--- config.mk ---
export PLATFORM = sky130hd
export DESIGN_NAME = unified_mem_arbiter_flat
export DESIGN_NICKNAME = d
export VERILOG_FILES = /design/src/rtl/unified_mem_arbiter_pkg.sv /design/src/rtl/unified_mem_arbiter_if.sv /design/src/rtl/unified_mem_arbiter_sat_counter.sv /design/src/rtl/unified_mem_arbiter.sv /design/src/flat_wrapper.sv
export SDC_FILE = /design/constraint.sdc
export NUM_CORES = 1
export LEC_CHECK = 0
export BUFFER_PORTS_ARGS = -buffer_cell sky130_fd_sc_hd__buf_2
export CORE_AREA = 4 4 100 102
export CTS_CLUSTER_DIAMETER = 120
export CTS_CLUSTER_SIZE = 24
export DETAILED_ROUTE_END_ITERATION = 6
export DIE_AREA = 0 0 104 106
export SLEW_MARGIN = 5
export SYNTH_ARGS = -nofsm -noshare
export SYNTH_HDL_FRONTEND = slang
export SYNTH_SLANG_ARGS = --single-unit
--- constraint.sdc ---
create_clock -name clk -period 2.3 [get_ports clk]
set_input_delay 0.23 -clock clk [delete_from_list [all_inputs] [get_ports clk]]
set_output_delay 0.23 -clock clk [all_outputs]
set_load 0.005 [all_outputs]
--- src/rtl/unified_mem_arbiter_pkg.sv ---
// Shared types and helpers for the unified instruction/data memory arbiter.
// Latency: n/a (declarations only).
// Backpressure: n/a (declarations only).
package arb_pkg;

  localparam int ARB_MEM_AW_DEF = 6;

  // Which requester owns an access (grant) or a pending response.
  typedef enum logic [1:0] {
    GNT_NONE = 2'd0,
    GNT_IF   = 2'd1,
    GNT_D    = 2'd2
  } gnt_e;

  // Byte address to word index: drop the byte offset, keep the low aw bits.
  // Higher address bits are discarded so accesses wrap around the memory.
  function automatic logic [31:0] word_index(input logic [31:0] addr, input int unsigned aw);
    return (addr >> 2) & ((32'd1 << aw) - 32'd1);
  endfunction

endpackage

--- src/rtl/unified_mem_arbiter_if.sv ---
// Bundle of fetch, data and memory-side signals shared by the arbiter.
// Latency: n/a (wiring only).
// Backpressure: requesters hold *_req until the matching *_gnt.
interface unified_mem_arbiter_if
  import arb_pkg::*;
#(
  parameter int MEM_AW = ARB_MEM_AW_DEF
);
  // fetch port
  logic              if_req;
  logic [31:0]       if_addr;
  logic              if_gnt;
  logic              if_valid;
  logic [31:0]       if_rdata;
  // data port
  logic              d_req;
  logic              d_we;
  logic [31:0]       d_addr;
  logic [3:0]        d_wstrb;
  logic [31:0]       d_wdata;
  logic              d_gnt;
  logic              d_valid;
  logic [31:0]       d_rdata;
  // memory port
  logic              mem_en;
  logic              mem_we;
  logic [3:0]        mem_wstrb;
  logic [MEM_AW-1:0] mem_addr;
  logic [31:0]       mem_wdata;
  logic [31:0]       mem_rdata;

  // Arbiter view.
  modport slave (
    input  if_req, if_addr,
    output if_gnt, if_valid, if_rdata,
    input  d_req, d_we, d_addr, d_wstrb, d_wdata,
    output d_gnt, d_valid, d_rdata,
    output mem_en, mem_we, mem_wstrb, mem_addr, mem_wdata,
    input  mem_rdata
  );

  // Pipeline plus memory view.
  modport master (
    output if_req, if_addr,
    input  if_gnt, if_valid, if_rdata,
    output d_req, d_we, d_addr, d_wstrb, d_wdata,
    input  d_gnt, d_valid, d_rdata,
    input  mem_en, mem_we, mem_wstrb, mem_addr, mem_wdata,
    output mem_rdata
  );

endinterface

--- src/rtl/unified_mem_arbiter_sat_counter.sv ---
// Saturating up-counter: counts cycles with inc high, sticks at all-ones.
// Latency: count reflects inc one cycle later.
// Backpressure: none; inc is sampled every cycle.
module sat_counter #(
  parameter int W = 16
) (
  input  logic         clk,
  input  logic         rst,
  input  logic         inc,
  output logic [W-1:0] count
);

  logic [W-1:0] count_q;
  logic [W-1:0] count_d;

  // Next count: step only when asked and not already saturated.
  always_comb begin
    count_d = count_q;
    if (inc && (count_q != {W{1'b1}})) begin
      count_d = count_q + {{(W-1){1'b0}}, 1'b1};
    end
  end

  // Count register with synchronous reset.
  always_ff @(posedge clk) begin
    if (rst) begin
      count_q <= '0;
    end else begin
      count_q <= count_d;
    end
  end

  assign count = count_q;

endmodule

--- src/rtl/unified_mem_arbiter.sv ---
// Shares one sync-read memory between fetch and load/store, one access per cycle.
// Latency: grant same cycle (combinational), read data / store ack one cycle later.
// Backpressure: a requester without gnt holds req; under contention data and fetch alternate.
module unified_mem_arbiter
  import arb_pkg::*;
#(
  parameter int MEM_AW = ARB_MEM_AW_DEF,
  parameter int CNT_W  = 16
) (
  input  logic                  clk,
  input  logic                  rst,
  unified_mem_arbiter_if.slave  bus,
  output logic [CNT_W-1:0]      conflict_cnt
);

  gnt_e        last_q, last_d;
  gnt_e        resp_q, resp_d;
  logic        if_gnt_c;
  logic        d_gnt_c;
  logic        both_req;
  logic [31:0] sel_idx;

  assign both_req = bus.if_req & bus.d_req;

  // Arbitration: data normally wins; fetch wins a tie only right after a data grant.
  always_comb begin
    if_gnt_c = 1'b0;
    d_gnt_c  = 1'b0;
    if (!rst) begin
      if (bus.d_req && !(bus.if_req && (last_q == GNT_D))) begin
        d_gnt_c = 1'b1;
      end else if (bus.if_req) begin
        if_gnt_c = 1'b1;
      end
    end
  end

  // Next state: remember the last owner, and who gets the response next cycle.
  always_comb begin
    last_d = last_q;
    resp_d = GNT_NONE;
    if (d_gnt_c) begin
      last_d = GNT_D;
      resp_d = GNT_D;
    end else if (if_gnt_c) begin
      last_d = GNT_IF;
      resp_d = GNT_IF;
    end
  end

  // Grant history and response tracking registers.
  always_ff @(posedge clk) begin
    if (rst) begin
      last_q <= GNT_NONE;
      resp_q <= GNT_NONE;
    end else begin
      last_q <= last_d;
      resp_q <= resp_d;
    end
  end

  assign sel_idx = d_gnt_c ? word_index(bus.d_addr, MEM_AW) : word_index(bus.if_addr, MEM_AW);

  assign bus.if_gnt    = if_gnt_c;
  assign bus.d_gnt     = d_gnt_c;
  assign bus.mem_en    = if_gnt_c | d_gnt_c;
  assign bus.mem_we    = d_gnt_c & bus.d_we;
  assign bus.mem_wstrb = (d_gnt_c && bus.d_we) ? bus.d_wstrb : 4'b0000;
  assign bus.mem_addr  = sel_idx[MEM_AW-1:0];
  assign bus.mem_wdata = bus.d_wdata;

  // Reset in the response cycle squashes the valid; the access itself already happened.
  assign bus.if_valid = (resp_q == GNT_IF) && !rst;
  assign bus.d_valid  = (resp_q == GNT_D) && !rst;
  assign bus.if_rdata = bus.mem_rdata;
  assign bus.d_rdata  = bus.mem_rdata;

  sat_counter #(.W(CNT_W)) u_conflict_cnt (
    .clk   (clk),
    .rst   (rst),
    .inc   (both_req),
    .count (conflict_cnt)
  );

endmodule
--- src/flat_wrapper.sv ---
// flat-port wrapper written by rule: the top's interface ports become plain ports
module unified_mem_arbiter_flat import arb_pkg::*;
#(
  parameter int MEM_AW = ARB_MEM_AW_DEF,
  parameter int CNT_W  = 16
)
  (clk, rst, conflict_cnt, bus_if_req, bus_if_addr, bus_if_gnt, bus_if_valid, bus_if_rdata, bus_d_req, bus_d_we, bus_d_addr, bus_d_wstrb, bus_d_wdata, bus_d_gnt, bus_d_valid, bus_d_rdata, bus_mem_en, bus_mem_we, bus_mem_wstrb, bus_mem_addr, bus_mem_wdata, bus_mem_rdata);
  unified_mem_arbiter_if #(.MEM_AW(MEM_AW)) bus_i ();
  input  logic clk;
  input  logic rst;
  output logic [CNT_W-1:0] conflict_cnt;
  input wire logic [$bits(bus_i.if_req)-1:0] bus_if_req;
  input wire logic [$bits(bus_i.if_addr)-1:0] bus_if_addr;
  output wire logic [$bits(bus_i.if_gnt)-1:0] bus_if_gnt;
  output wire logic [$bits(bus_i.if_valid)-1:0] bus_if_valid;
  output wire logic [$bits(bus_i.if_rdata)-1:0] bus_if_rdata;
  input wire logic [$bits(bus_i.d_req)-1:0] bus_d_req;
  input wire logic [$bits(bus_i.d_we)-1:0] bus_d_we;
  input wire logic [$bits(bus_i.d_addr)-1:0] bus_d_addr;
  input wire logic [$bits(bus_i.d_wstrb)-1:0] bus_d_wstrb;
  input wire logic [$bits(bus_i.d_wdata)-1:0] bus_d_wdata;
  output wire logic [$bits(bus_i.d_gnt)-1:0] bus_d_gnt;
  output wire logic [$bits(bus_i.d_valid)-1:0] bus_d_valid;
  output wire logic [$bits(bus_i.d_rdata)-1:0] bus_d_rdata;
  output wire logic [$bits(bus_i.mem_en)-1:0] bus_mem_en;
  output wire logic [$bits(bus_i.mem_we)-1:0] bus_mem_we;
  output wire logic [$bits(bus_i.mem_wstrb)-1:0] bus_mem_wstrb;
  output wire logic [$bits(bus_i.mem_addr)-1:0] bus_mem_addr;
  output wire logic [$bits(bus_i.mem_wdata)-1:0] bus_mem_wdata;
  input wire logic [$bits(bus_i.mem_rdata)-1:0] bus_mem_rdata;
  assign bus_i.if_req = bus_if_req;
  assign bus_i.if_addr = bus_if_addr;
  assign bus_if_gnt = bus_i.if_gnt;
  assign bus_if_valid = bus_i.if_valid;
  assign bus_if_rdata = bus_i.if_rdata;
  assign bus_i.d_req = bus_d_req;
  assign bus_i.d_we = bus_d_we;
  assign bus_i.d_addr = bus_d_addr;
  assign bus_i.d_wstrb = bus_d_wstrb;
  assign bus_i.d_wdata = bus_d_wdata;
  assign bus_d_gnt = bus_i.d_gnt;
  assign bus_d_valid = bus_i.d_valid;
  assign bus_d_rdata = bus_i.d_rdata;
  assign bus_mem_en = bus_i.mem_en;
  assign bus_mem_we = bus_i.mem_we;
  assign bus_mem_wstrb = bus_i.mem_wstrb;
  assign bus_mem_addr = bus_i.mem_addr;
  assign bus_mem_wdata = bus_i.mem_wdata;
  assign bus_i.mem_rdata = bus_mem_rdata;
  unified_mem_arbiter #(.MEM_AW(MEM_AW), .CNT_W(CNT_W)) u_core (.clk(clk), .rst(rst), .bus(bus_i), .conflict_cnt(conflict_cnt));
endmodule
# Yosys cells after proc, flatten, opt, wreduce, memory -nomap -nowiden
# Index checks and enable logic that the tools add are counted.
op_classes:
  n_reduce_logical: 10
  n_addsub: 1
  n_eq_ne: 4
  mux: 11
  bitwise_logic: 3
ops:
  columns: ["operator", "count"]
  rows:
  - ["$add 16x1->16 const B", 1]
  - ["$ne 16x16->1 const B", 1]
  - ["$logic_and 1x1->1", 6]
  - ["$mux 1", 6]
  - ["$mux 2", 3]
  - ["$mux 6", 1]
  - ["$eq 2x2->1 const B", 2]
  - ["$mux 4", 1]
  - ["$and 1x1->1", 2]
  - ["$eq 2x1->1 const B", 1]
  - ["$logic_not 1->1", 2]
  - ["$reduce_bool 2->1", 1]
  - ["$reduce_or 2->1", 1]
  - ["$or 1x1->1", 1]
totals:
  word_cells: 34
  inputBits: 137
  regBits: 20

# Longest topological paths before layout
logic_depth:
  depth_word: 8
  ltp_mapped: 7

# Modules after synthesis
# A second synthesis with hierarchy kept.
unflattened:
  cells_unflattened: 226
  area_unflattened_um2: 1858.0
by_module_without_submodules:
  columns: ["mod", "n_inst", "cells_per_inst", "area_per_inst_um2", "seq_area_each_um2"]
  rows:
  - ["unified_mem_arbiter", 1, 127, 1009.7, 80.1]
  - ["sat_counter", 1, 99, 848.3, 320.3]

# Worst setup path before layout
# No wires, ideal clock.
synth_timing:
  path_kind: "flip-flop to flip-flop"
  start: "register u_core.u_conflict_cnt.count_q[0], in the netlist u_core.u_conflict_cnt.count[0]"
  end: "register u_core.u_conflict_cnt.count_q[11], in the netlist u_core.u_conflict_cnt.count[11]"
  slack_ns: 0.647
  period_less_slack_ns: 1.653
  path_buffers: 0
  t_arrival_ns: 1.533
  path_stages_with_launch: 6
  path_cell_list: "dfxtp_1 -> ha_1 -> inv_1 -> nor2_1 -> a2111oi_0 -> mux2_2"
synth_between:
  elab_chain_len: 2
synth_lines:
  columns: ["item", "line_no", "text"]
  rows:
  - ["start: declaration", "unified_mem_arbiter_sat_counter.sv:13", "logic [W-1:0] count_q;"]
  - ["start signal: assignment", "unified_mem_arbiter_sat_counter.sv:29", "count_q <= count_d;"]
  - ["branches (longest 2 deep; another with $add 16x1->16)", null, null]
# Several ways; the timed one is not identified.
# A chain may end at the register's enable or synchronous reset.

# Final worst setup path
# Ends and elaborated chain as after synthesis.

==> impl_metrics.ini <==
[global_routing]
grt_pass1_vias = 1246
grt_start_max_net_pins = 26
grtUsageTotal = 0.0674
grt_overflow = 0
grt_pass1_wl_um = 6200
antenna_found_initial = 0

[placed_design]
place_congestion = 0.761
dpl_cell_area_sq_mm = 0.00151
place_inst = 303
dp_hpwl_um = 3080
port_buffers = 52

[timing]
rsz0062_at_grt = no
min_period_over_period = 0.824
tightest_slew_ns = 0.518
slew_violations = 0
fmax_ghz = 0.528
timing.setup.tns_ns = 0
max-slew-margin-rel = 0.646
setup_violations = 0
period_needed_ns = 1.90
finalHoldViolations = 0
fin_skew_ns = 0.00987
timing.hold.ws_ns = 0.343

[yosys]
synthCells = 240
async_reset_ff_frac = 0
synth_ff_type = dfxtp_1
ys_warn_count = 0
synth_cell_types = 34
synth_area_per_cell_sq_um = 7.69
synth_edf_count = 0
netlist_area_sq_mm = 0.00185
ys_seq_elements = 20
seq_area_frac_synth = 0.217
syn_nets = 378

[layout]
nets = 335
stdcell_area_sq_mm = 0.00157
finalNonFillerCells = 307
final_common_cell = buf_2
syn2layout_area_growth_pct = -15.2
diodes = 0
layout-drive-gt1-share = 0.327
mostFrequentLayoutCells = 52 x buf_2, 27 x nand2_1, 20 x dfxtp_1

[worst_setup_path]
cp_top_family = compound AO/OA/AOI/OAI gates
path_buf_inv = 1
cp_cell_sequence = ha_1 > inv_1 > nor2_1 > a2111oi_0 > mux2_2
path_class = register to register
rr_worst_depth = 5
critPathMaxFanout = 8
arrival_ns = 2.04
critPathLaunchType = register
crit_path_end_kind = register
cp.required_ns = 2.45
path_depth = 5
max_stage_delay_ns = 0.55
crit_slowest_cell = a2111oi_0

[clocking]
htreeDepth = 1
cts_root_buffer = clkbuf_8
cts_setup_buffers = 0
clock_sinks = 20
tritoncts = yes
cts_buffers = 3
clk_pin_slew_ns = 0.08
insertion_delay_ns = 0.26
post_cts_resized = 0
max-clock-path-buffers = 2
hold_buffers = 0

[pwr]
swShare = 0.240
p_sw_w = 0.000172
power.density_mw_per_mm2 = 458
clkPwrFrac = 0.380
total_power_w = 0.000717
share_seq_of_total_power = 0.500
leakage_nw = 0.682
p_comb_frac = 0.120
ir_drop_uv = 143
p_int_w = 0.000545

[routing]
wirelength_um = 4030
drt_iter0_drc = 75
dr.pass1.iters = 4
drc = 0
postRouteAntennaNets = 0
vias = 1300
routedWlPerCell_um = 13.1
drt-vias-per-instance = 4.23

[worst_hold_path]
holdPathStages = 2
hold_path.class = input port to register

[die]
start_util = 0.203
die_h_um = 106
die_w_um = 104
die_area_sq_mm = 0.0110
fp-row-count = 35
io_pins = 265
fp.coreArea_sq_mm = 0.00911

[job]
cap_viol_max_count = 0

[run_status]
status = completed
==> kinds of logic after synthesis <==
logic type,count (synthesis),synth area share
AO/OA/AOI/OAI,25,0.0888
adder cells (fa/ha/maj),1,0.00678
buffers and inverters,105,0.412
flip-flops,20,0.217
multiplexers,5,0.0292
AND/OR/NAND/NOR,84,0.246
==> synth_stat cells (3+ instances only) <==
master | count | share of area
buf_4 | 97 | 0.39
nand2_1 | 27 | 0.055
dfxtp_1 | 20 | 0.22
nor2_1 | 10 | 0.020
a21oi_1 | 9 | 0.024
nand3_1 | 8 | 0.022
o31ai_1 | 6 | 0.024
or4_1 | 5 | 0.020
and3_1 | 4 | 0.014
nand2b_1 | 4 | 0.014
nor4_1 | 4 | 0.014
or3_1 | 4 | 0.014
and2_1 | 3 | 0.010
clkbuf_1 | 3 | 0.0061
inv_1 | 3 | 0.0061
mux2_2 | 3 | 0.018
nor2b_1 | 3 | 0.010
==> through the flow <==
step,util,worst slack (ns)
6_report,0.172,0.405
5_1_grt,0.172,0.243
4_1_cts,0.172,0.396
3_5_place_dp,0.166,0.429
3_3_place_gp,0.166,0.433
2_1_floorplan,-,0.647
==> registers in the layout (all words and copies together), names as in the netlist <==
signal                       count
u_core.last_q                    2
u_core.resp_q                    2
u_core.u_conflict_cnt.count     16
==> per-layer routing <==
layer	vias up	wire length, um	GRT usage
met5	-	0	0
met4	0	111	0.0408
met3	15	420	0.0304
met2	59	1730	0.0970
met1	594	1770	0.0820
li1	632	-	-
==> cell type report <==
class	count	area (sq um)
Timing Repair Buffer	54	275
Tap cell	111	139
Sequential cell	20	400
Fill cell	1049	7540
Clock buffer	4	55.1
Multi-Input combinational cell	115	684
Inverter	3	11.3
==> power by group through the flow <==
stage               combinational (W)  sequential (W)  clock [W]
finish                      0.0000862        0.000359   0.000272
detailed placement          0.0000876        0.000367          0
CTS                         0.0000882        0.000359   0.000286
floorplan                    0.000178        0.000366          0
global placement            0.0000866        0.000366          0
global route                0.0000981        0.000359   0.000303
==> worst paths after layout <==
check | slack (ns) | start | end
max | 0.40 | u_core.u_conflict_cnt.count[0]$_SDFFE_PP0P_ | u_core.u_conflict_cnt.count[11]$_SDFFE_PP0P_
min | 0.34 | bus_if_req | u_core.resp_q[0]$_SDFF_PP0_
max reg2reg | 0.40 | u_core.u_conflict_cnt.count[0]$_SDFFE_PP0P_ | u_core.u_conflict_cnt.count[11]$_SDFFE_PP0P_
min reg2reg | 0.47 | u_core.last_q[1]$_SDFFE_PP0P_ | u_core.last_q[1]$_SDFFE_PP0P_
No activity file was read; power rests on OpenSTA's default activity.
